==> src/rtl/gate_pkg.sv <==
// Shared constants and types for the basic gate array and its bench.
package gate_pkg;

    localparam int unsigned GATE_MAX_WIDTH = 64;

    typedef enum logic [1:0] {
        GATE_AND,
        GATE_NAND,
        GATE_NOR
    } gate_op_e;

endpackage

==> src/rtl/basic_gate_array_if.sv <==
// Operand, result and valid signals of the basic gate array.
interface basic_gate_array_if #(
    parameter int unsigned WIDTH = 1
);
    logic [WIDTH-1:0] a;
    logic [WIDTH-1:0] b;
    logic             in_valid;
    logic [WIDTH-1:0] y_and;
    logic [WIDTH-1:0] y_nand;
    logic [WIDTH-1:0] y_nor;
    logic [WIDTH-1:0] q_and;
    logic [WIDTH-1:0] q_nand;
    logic [WIDTH-1:0] q_nor;
    logic             out_valid;

    modport master (
        output a, b, in_valid,
        input  y_and, y_nand, y_nor, q_and, q_nand, q_nor, out_valid
    );

    modport slave (
        input  a, b, in_valid,
        output y_and, y_nand, y_nor, q_and, q_nand, q_nor, out_valid
    );
endinterface

==> src/rtl/gate_slice.sv <==
// Single-bit combinational AND/NAND/NOR cell.
module gate_slice (
    input  logic a,
    input  logic b,
    output logic y_and,
    output logic y_nand,
    output logic y_nor
);
    always_comb begin
        y_and  = a & b;
        y_nand = ~(a & b);
        y_nor  = ~(a | b);
    end
endmodule

==> src/rtl/basic_gate_array.sv <==
// Bitwise AND/NAND/NOR array with combinational outputs and a 1-cycle registered copy.
module basic_gate_array
    import gate_pkg::*;
#(
    parameter int unsigned WIDTH = 1
) (
    input  logic               clk,
    input  logic               rst_n,
    basic_gate_array_if.slave  bus
);
    if (WIDTH < 1 || WIDTH > GATE_MAX_WIDTH) begin : g_width_check
        $error("basic_gate_array: WIDTH out of range");
    end

    logic [WIDTH-1:0] y_and;
    logic [WIDTH-1:0] y_nand;
    logic [WIDTH-1:0] y_nor;

    for (genvar i = 0; i < WIDTH; i++) begin : g_slice
        gate_slice u_slice (
            .a      (bus.a[i]),
            .b      (bus.b[i]),
            .y_and  (y_and[i]),
            .y_nand (y_nand[i]),
            .y_nor  (y_nor[i])
        );
    end

    logic [WIDTH-1:0] q_and_d, q_and_q;
    logic [WIDTH-1:0] q_nand_d, q_nand_q;
    logic [WIDTH-1:0] q_nor_d, q_nor_q;
    logic             valid_d, valid_q;

    // Capture only on in_valid; otherwise hold, so q_* must be qualified by out_valid.
    always_comb begin
        q_and_d  = q_and_q;
        q_nand_d = q_nand_q;
        q_nor_d  = q_nor_q;
        valid_d  = bus.in_valid;
        if (bus.in_valid) begin
            q_and_d  = y_and;
            q_nand_d = y_nand;
            q_nor_d  = y_nor;
        end
    end

    always_ff @(posedge clk or negedge rst_n) begin
        if (!rst_n) begin
            q_and_q  <= '0;
            q_nand_q <= '0;
            q_nor_q  <= '0;
            valid_q  <= 1'b0;
        end else begin
            q_and_q  <= q_and_d;
            q_nand_q <= q_nand_d;
            q_nor_q  <= q_nor_d;
            valid_q  <= valid_d;
        end
    end

    assign bus.y_and     = y_and;
    assign bus.y_nand    = y_nand;
    assign bus.y_nor     = y_nor;
    assign bus.q_and     = q_and_q;
    assign bus.q_nand    = q_nand_q;
    assign bus.q_nor     = q_nor_q;
    assign bus.out_valid = valid_q;
endmodule

==> src/flat_wrapper.sv <==
// flat-port wrapper written by rule: the top's interface ports become plain ports
module basic_gate_array_flat import gate_pkg::*;
#(
    parameter int unsigned WIDTH = 1
)
  (clk, rst_n, bus_a, bus_b, bus_in_valid, bus_y_and, bus_y_nand, bus_y_nor, bus_q_and, bus_q_nand, bus_q_nor, bus_out_valid);
  basic_gate_array_if #(.WIDTH(WIDTH)) bus_i ();
  input  logic clk;
  input  logic rst_n;
  input wire logic [$bits(bus_i.a)-1:0] bus_a;
  input wire logic [$bits(bus_i.b)-1:0] bus_b;
  input wire logic [$bits(bus_i.in_valid)-1:0] bus_in_valid;
  output wire logic [$bits(bus_i.y_and)-1:0] bus_y_and;
  output wire logic [$bits(bus_i.y_nand)-1:0] bus_y_nand;
  output wire logic [$bits(bus_i.y_nor)-1:0] bus_y_nor;
  output wire logic [$bits(bus_i.q_and)-1:0] bus_q_and;
  output wire logic [$bits(bus_i.q_nand)-1:0] bus_q_nand;
  output wire logic [$bits(bus_i.q_nor)-1:0] bus_q_nor;
  output wire logic [$bits(bus_i.out_valid)-1:0] bus_out_valid;
  assign bus_i.a = bus_a;
  assign bus_i.b = bus_b;
  assign bus_i.in_valid = bus_in_valid;
  assign bus_y_and = bus_i.y_and;
  assign bus_y_nand = bus_i.y_nand;
  assign bus_y_nor = bus_i.y_nor;
  assign bus_q_and = bus_i.q_and;
  assign bus_q_nand = bus_i.q_nand;
  assign bus_q_nor = bus_i.q_nor;
  assign bus_out_valid = bus_i.out_valid;
  basic_gate_array #(.WIDTH(WIDTH)) u_core (.clk(clk), .rst_n(rst_n), .bus(bus_i));
endmodule
==> config.mk <==
export PLATFORM = sky130hd
export DESIGN_NAME = basic_gate_array_flat
export DESIGN_NICKNAME = d
export VERILOG_FILES = /design/src/rtl/gate_pkg.sv /design/src/rtl/basic_gate_array_if.sv /design/src/rtl/gate_slice.sv /design/src/rtl/basic_gate_array.sv /design/src/flat_wrapper.sv
export SDC_FILE = /design/constraint.sdc
export NUM_CORES = 1
export LEC_CHECK = 0
export ABC_AREA = 0
export BUFFER_PORTS_ARGS = -buffer_cell sky130_fd_sc_hd__buf_2
export CORE_AREA = 2 2 39 41
export DETAILED_ROUTE_END_ITERATION = 10
export DIE_AREA = 0 0 41 43
export SLEW_MARGIN = 5
export SYNTH_ARGS = -nofsm -noshare
export SYNTH_HDL_FRONTEND = slang
export SYNTH_SLANG_ARGS = --single-unit
export TNS_END_PERCENT = 10
==> constraint.sdc <==
create_clock -name clk -period 0.9 [get_ports clk]
set_input_delay 0.045 -clock clk [delete_from_list [all_inputs] [get_ports clk]]
set_output_delay 0.045 -clock clk [all_outputs]
set_load 0.02 [all_outputs]
==> reports/results.txt, run 1 <==
Synth Warn # = 0
IO Count = 12
Largest stage delay, worst path = 0.37 ns
die area = 1763 um2
slowest CP cell = dfrtp_1
sw power = 0.0001285 W
Critical Path, Cell by Cell = buf_2
Routed Antenna Nets = 0
largest net degree at the start of global routing = 6
post-CTS setup buffers = 0
Die Wd = 41 um
port bufs = 11
Final Wtd Congestion = 0.5264
final worst-path cycle share = 0.9026
global-route wire length before repair = 517 um
CP Buf/Inv Count = 1
Sw Share = 0.2525
Critical Path Fanout Max = 2
worst vdd ir = 0.0003190 V
clock buffer count from CTS = 3
clock share of power = 0.435
EDFF count, synth = 0
Worst EP arrival = 0.77 ns
Max Freq = 1.231 GHz
Slew Limit Headroom = 0.9189
Antenna Cells = 0
Worst Skew = 0 ns
outcome = completed
Worst Tran Pin Value = 0.1204 ns
sequential power share = 0.393
most numerous cell in the Yosys netlist = dfrtp_1
# fillers = 155
worst reg2reg endpoint = u_core.bus.q_nor
Syn Std Cell Area = 150.1 um2
TritonCTS Sinks = 4
max cap viols = 0
Leak Pwr = 0.1374 nW
post-synthesis sequential area ratio = 0.6667
Max Buffers Root-to-Sink = 2
DP HPWL = 267.3 um
residual DRC count = 0
Comb pwr share = 0.171
vias in the first global route = 147
final hold viol count = 0
# rows = 14
DR vias/cell = 3.068
GRT overflow = 0
chip height = 43 um
Pint = 0.0003805 W
worst skew pair latency = 0.23 ns
Pins Over Slew Limit = 0
htree depth = 1
Synth Instances = 12
minimum clock period = 0.8124 ns
syn avg cell area = 12.51 um2
HP Class = input port to flip-flop
Total Power = 0.0005090 W
Clk pin slew, worst setup/hold paths = 0.04 ns
CP Capture Type = output port
setup repair after global routing missed its margin = no
R2R depth = 1
multi-input logic area = 42.54 um2
largest area contributor in the netlist = dfrtp_1
worst hold path endpoint = u_core.bus.q_and
WS Path Type = flip-flop to output port
reg2reg start = u_core.bus.q_nor
Worst setup SP type = flip-flop
post-synthesis net count = 17
Post-CTS Resized = 0
DR WL/cell = 7.727 um
unique cell type count in the Yosys netlist = 8
Hold Startpoint = bus_in_valid
dominant cells by area after synthesis = dfrtp_1, mux2_4, inv_1
CTS Root Buffer Type = clkbuf_4
CP required = 0.85 ns
setup violators final = 0
PwrDens = 1901 nW/um2
CTS Hold Bufs = 2
top cells by count, synth = dfrtp_1, inv_1
Post-synth top flop = dfrtp_1
Sequential cell area = 100.1 um2
core area = 1384 um2
drt pass-1 iters = 1
via count = 135
CTS tree = yes
Seq cells post-synth = 4
asr flop ratio synth = 1.000
WHS Path Cells = 2
DRT iter0 DRCs = 0
initial antenna violation count = 0
reg2reg setup slack = 0.13 ns
layout cells sized above 1 = 0.5357
GR Util All Layers = 0.05015
post-synth top area share = 0.6667
final setup TNS = 0 ns
delay-heaviest family, CP = flip-flops
area delta synth->final = 78.33%
initial core utilization = 0.1085
Post-Route WL = 340 um
Total Nets Final = 35
==> metrics by stage <==
stage                     hold slack, ns  area, um2    util  std cells  setup WS (ns)
after floorplan                  -0.2506      150.1       -         12        0.06528
after global placement           -0.1486      225.2  0.1627         39         0.1620
after detailed placement         -0.1481      225.2  0.1627         39         0.1324
after CTS                        0.05262      267.8  0.1935         44        0.07253
after global routing             0.08911      267.8  0.1935         44        0.05717
final                            0.06263      267.8  0.1935         44        0.08762
==> per-layer routing <==
metal  up-vias  wire length, um  global-route usage  part of all wire
met3         0               23             0.01571             0.068
met2         6              188             0.07188              0.55
met1        57              128             0.03846              0.38
met5         -                0                   0                 0
li1         72                -                   -                 -
met4         0                0             0.08000                 0
==> power by group through the flow <==
stage | Sequential, W | Combinational [W] | Clock [W]
final | 0.000200 | 0.0000871 | 0.000222
after global routing | 0.000202 | 0.0000959 | 0.000244
after CTS | 0.000201 | 0.0000888 | 0.000233
after detailed placement | 0.000203 | 0.0000819 | 0
after global placement | 0.000202 | 0.0000807 | 0
after floorplan | 0.000220 | 0.0000262 | 0
==> state kept, by name (all words and copies together), names as in the netlist <==
signal	count
u_core.bus.q_and	1
u_core.bus.q_nor	1
u_core.bus.out_valid	1
u_core.bus.q_nand	1
==> cell type report <==
class	count	area share
sequential	4	0.3738
inverter	2	0.02804
multi-input combinational	6	0.1589
timing repair buffer	13	0.2804
tap	16	0.07477
clock buffer	3	0.08411
==> placed cells by master (no fill, tap or decap), drive strengths merged <==
cell type | synthesis | layout
and2 | 1 | 1
buf | 0 | 11
clkbuf | 0 | 3
dfrtp | 4 | 4
dlygate4sd3 | 0 | 2
inv | 2 | 2
mux2 | 1 | 1
nand3 | 1 | 1
nor2 | 1 | 1
o21a | 1 | 1
o21ai | 1 | 1
==> kinds of logic (layout without fill, tap and decap cells) <==
| family | count (synthesis) | count (layout) | synth area share |
|---|---|---|---|
| muxes | 1 | 1 | 0.09997 |
| buffers and inverters | 2 | 18 | 0.05002 |
| and+or+nand+nor | 3 | 3 | 0.09997 |
| AOI/OAI and AO/OA | 2 | 2 | 0.08332 |
| DFF | 4 | 4 | 0.6667 |
==> worst max-delay path by stage <==
stage | from | endpoint | slack (ns) | cells past startpoint
finish | u_core.bus.q_nor | bus_q_nor | 0.09 | 1
global route | u_core.bus.q_nor | bus_q_nor | 0.06 | 1
CTS | u_core.bus.q_nor | bus_q_nor | 0.07 | 1
detailed placement | u_core.bus.q_nor | u_core.bus.q_nor | 0.13 | 1
global placement | u_core.bus.q_nor | u_core.bus.q_nor | 0.16 | 1
floorplan | u_core.bus.q_nor | u_core.bus.q_nor | 0.07 | 1
No activity file was read; power rests on OpenSTA's default activity.
==> inputs of run 2 (changes only) <==
--- a/config.mk
+++ b/config.mk
@@ -10,6 +10,7 @@
 export CORE_AREA = 2 2 39 41
 export DETAILED_ROUTE_END_ITERATION = 10
 export DIE_AREA = 0 0 41 43
+export PLACE_DENSITY_LB_ADDON = 0.05
 export SLEW_MARGIN = 5
 export SYNTH_ARGS = -nofsm -noshare
 export SYNTH_HDL_FRONTEND = slang
==> reports/results.txt, run 2 (synthesis results as in run 1) <==
TritonCTS Sinks = 4
clock buffer count from CTS = 3
reg2reg setup slack = 0.14 ns
minimum clock period = 0.8103 ns
# fillers = 170
Slew Limit Headroom = 0.9179
final worst-path cycle share = 0.9003
CP Buf/Inv Count = 1
setup violators final = 0
dpl cells = 39
Worst setup SP type = flip-flop
Die Wd = 41 um
HP Class = input port to flip-flop
CP required = 0.85 ns
worst hold path endpoint = u_core.bus.q_and
commonest non-fill, non-tap cell in the layout = buf_2
non-filler cells, final = 44
CTS tree = yes
largest net degree at the start of global routing = 6
Total Nets Final = 35
htree depth = 1
Pins Over Slew Limit = 0
Critical Path, Cell by Cell = buf_2
Worst EP arrival = 0.77 ns
Sequential cell area = 100.1 um2
via count = 133
IO Count = 12
Max Buffers Root-to-Sink = 2
Max Freq = 1.234 GHz
Worst Skew = 0 ns
Routed Antenna Nets = 0
initial core utilization = 0.1085
Largest stage delay, worst path = 0.38 ns
crit path launch = u_core.bus.q_nor
Critical Path Fanout Max = 2
R2R depth = 1
port bufs = 11
die area = 1763 um2
post-CTS setup buffers = 0
PwrDens = 1862 nW/um2
final hold viol count = 0
setup repair after global routing missed its margin = no
Antenna Cells = 0
Leak Pwr = 0.1374 nW
# rows = 14
multi-input logic area = 42.54 um2
post-layout util = 0.1935
WS Path Type = flip-flop to output port
Clk pin slew, worst setup/hold paths = 0.04 ns
GR Util All Layers = 0.05634
slowest CP cell = dfrtp_1
worst vdd ir = 0.0002311 V
layout cells sized above 1 = 0.5357
Post-Route WL = 345 um
GRT overflow = 0
WHS Path Cells = 2
DR vias/cell = 3.023
global-route wire length before repair = 524 um
Placement Setup Slack = 0.1435 ns
drt pass-1 iters = 1
final worst-path setup slack = 0.08969 ns
residual DRC count = 0
Hold Startpoint = bus_in_valid
Final Wtd Congestion = 0.5966
initial antenna violation count = 0
max cap viols = 0
CP Capture Type = output port
worst skew pair latency = 0.23 ns
final setup TNS = 0 ns
worst reg2reg endpoint = u_core.bus.q_nor
area delta synth->final = 78.33%
core area = 1384 um2
reg2reg start = u_core.bus.q_nor
delay-heaviest family, CP = flip-flops
outcome = completed
CTS Root Buffer Type = clkbuf_4
chip height = 43 um
Worst Tran Pin Value = 0.1219 ns
DR WL/cell = 7.841 um
DRT iter0 DRCs = 0
most frequent cells in the layout = buf_2, dfrtp_1, clkbuf_4
vias in the first global route = 128
[run 2: metal layers]
layer	up-vias	track usage	wire, um
met3	0	0.02094	49
met1	53	0.06149	142
li1	71	-	-
met5	-	0	0
met2	9	0.04688	153
met4	0	0.1200	0
[run 2: through the flow]
step	instance area, um2	total power [W]	hold slack [ns]
after global routing	267.8	0.0005466	0.08219
after CTS	267.8	0.0005147	0.08163
final	267.8	0.0004986	0.08594
after global placement	225.2	0.0002844	-0.1435
after detailed placement	225.2	0.0002856	-0.1453
after floorplan	150.1	0.0002459	-0.2506
[run 2: worst max-delay path by stage]
stage | end | cells past startpoint
floorplan | u_core.bus.q_nor | 1
global placement | u_core.bus.q_nor | 1
detailed placement | u_core.bus.q_nor | 1
CTS | bus_q_nor | 1
global route | bus_q_nor | 1
finish | bus_q_nor | 1
[run 2: what timing repair did]
| item | in CTS | in global routing |
|---|---|---|
| resized for setup | 0 | 0 |
| endpoints found under the setup margin | 0 | 0 |
| hold buffers | 2 | 0 |
| hold endpoints to repair | 5 | 0 |
[run 2: area by class of cell]
type | instances | area share
clock buffer | 3 | 0.08411
inverter | 2 | 0.02804
multi-input combinational | 6 | 0.1589
sequential | 4 | 0.3738
tap | 16 | 0.07477
timing repair buffer | 13 | 0.2804
[run 2: where the power goes]
part	leakage, nW	switching, W	internal [W]
Sequential	0.0477	0.00000624	0.000194
Clock	0.0138	0.0000627	0.000148
Combinational	0.0759	0.0000498	0.0000371
Total	0.137	0.000119	0.000380
==> inputs of run 3 (changes only) <==
==> constraint.sdc (replaced) <==
create_clock -name clk -period 1 [get_ports clk]
set_input_delay 0.05 -clock clk [delete_from_list [all_inputs] [get_ports clk]]
set_output_delay 0.05 -clock clk [all_outputs]
set_load 0.02 [all_outputs]
==> reports/results.txt, run 3 (synthesis results as in run 1) <==
htree depth = 1
setup repair after global routing missed its margin = no
Die Wd = 41 um
Worst setup SP type = input port
slowest CP cell = dlygate4sd3_1
WS Path Type = input port to flip-flop
CP Capture Type = flip-flop
post-CTS setup buffers = 0
Worst EP arrival = 1.03 ns
Worst Skew = 0 ns
Post-Route WL = 356 um
largest net degree at the start of global routing = 6
layout cells sized above 1 = 0.5357
IO Count = 12
Antenna Cells = 0
DRT iter0 DRCs = 0
drt pass-1 iters = 1
Post-CTS Resized = 0
met1 usage = 0.06472
Final Wtd Congestion = 0.5966
Sw Share = 0.2386
Largest stage delay, worst path = 0.53 ns
outcome = completed
Max Buffers Root-to-Sink = 2
met3 Use GR = 0.02094
Comb pwr share = 0.175
die area = 1763 um2
TritonCTS Sinks = 4
crit path launch = bus_in_valid
final hold viol count = 0
reg2reg start = u_core.bus.q_nor
Pins Over Slew Limit = 0
DR vias/cell = 3.023
Leak Pwr = 0.1374 nW
# fillers = 170
worst skew pair latency = 0.23 ns
# rows = 14
sw power = 0.0001071 W
final worst-path cycle share = 0.9205
clock share of power = 0.423
CTS Root Buffer Type = clkbuf_4
port bufs = 11
Total Power = 0.0004490 W
CP required = 1.11 ns
area delta synth->final = 78.33%
Most Crowded Layer GR = met4
Sequential cell area = 100.1 um2
Critical Path, Cell by Cell = dlygate4sd3_1 > buf_2 > mux2_4
post-layout util = 0.1935
DR WL/cell = 8.091 um
multi-input logic area = 42.54 um2
met2 usage = 0.04688
worst vdd ir = 0.0002131 V
chip height = 43 um
PwrDens = 1677 nW/um2
commonest non-fill, non-tap cell in the layout = buf_2
initial core utilization = 0.1085
Critical Path Fanout Max = 5
Worst Tran Pin Value = 0.1219 ns
vias in the first global route = 127
most frequent cells in the layout = buf_2, dfrtp_1, clkbuf_4
Pint = 0.0003419 W
CTS Hold Bufs = 1
via count = 133
Routed Antenna Nets = 0
Hold Startpoint = bus_b
final setup TNS = 0 ns
minimum clock period = 0.9205 ns
Slew Limit Headroom = 0.9179
Clk pin slew, worst setup/hold paths = 0.04 ns
GRT overflow = 0
setup violators final = 0
CTS tree = yes
sequential power share = 0.402
initial antenna violation count = 0
GR Util All Layers = 0.05734
HP Class = input port to flip-flop
clock buffer count from CTS = 3
max cap viols = 0
Max Freq = 1.086 GHz
global-route wire length before repair = 531 um
residual DRC count = 0
core area = 1384 um2
Total Nets Final = 35
run 3: cell counts in the layout (fill, tap and decap cells not counted):
No cell type changed its count.
run 3: final timing paths:
path | endpoint | slack (ns) | cells past startpoint
worst max-delay path | u_core.bus.q_nor | 0.08 | 3
worst min-delay path | u_core.bus.q_and | 0.13 | 3
min in group asynchronous | u_core.bus.q_nand | 0.16 | 2
worst max register to register | u_core.bus.q_nor | 0.24 | 1
max in group asynchronous | u_core.bus.out_valid | 0.73 | 2
worst min register to register | u_core.bus.q_nand | 0.48 | 1
run 3: metal layers:
metal | up-vias | wire length (um)
li1 | 71 | -
met1 | 53 | 152
met2 | 9 | 155
met3 | 0 | 47
met4 | 0 | 0
met5 | - | 0
run 3: through the flow:
| stage | cell area (um2) | cells | worst slack (ns) | hold slack [ns] |
|---|---|---|---|---|
| after floorplan | 150.1 | 12 | 0.1653 | -0.2456 |
| after global placement | 225.2 | 39 | 0.2621 | -0.1385 |
| after detailed placement | 225.2 | 39 | 0.2435 | -0.1403 |
| after CTS | 257.7 | 43 | 0.1709 | 0.003729 |
| after global routing | 267.8 | 44 | 0.08259 | 0.1265 |
| final | 267.8 | 44 | 0.07952 | 0.1316 |
run 3: layout make-up:
| cell class | count | share of cell area |
|---|---|---|
| sequential | 4 | 0.3738 |
| timing repair buffer | 13 | 0.2804 |
| multi-input combinational | 6 | 0.1589 |
| clock buffer | 3 | 0.08411 |
| tap | 16 | 0.07477 |
| inverter | 2 | 0.02804 |
run 3: critical path, delay by kind of cell:
kind / cells / cell delay, ns
mux: 1 / 0.29
buf+inv: 2 / 0.69
run 3: power by group through the flow:
stage                     Clock [W]  Sequential (W)  Combinational (W)
final                      0.000190        0.000180          0.0000785
after global routing       0.000225        0.000182          0.0000849
after CTS                  0.000202        0.000181          0.0000774
after detailed placement          0        0.000183          0.0000745
after global placement            0        0.000182          0.0000744
after floorplan                   0        0.000198          0.0000236
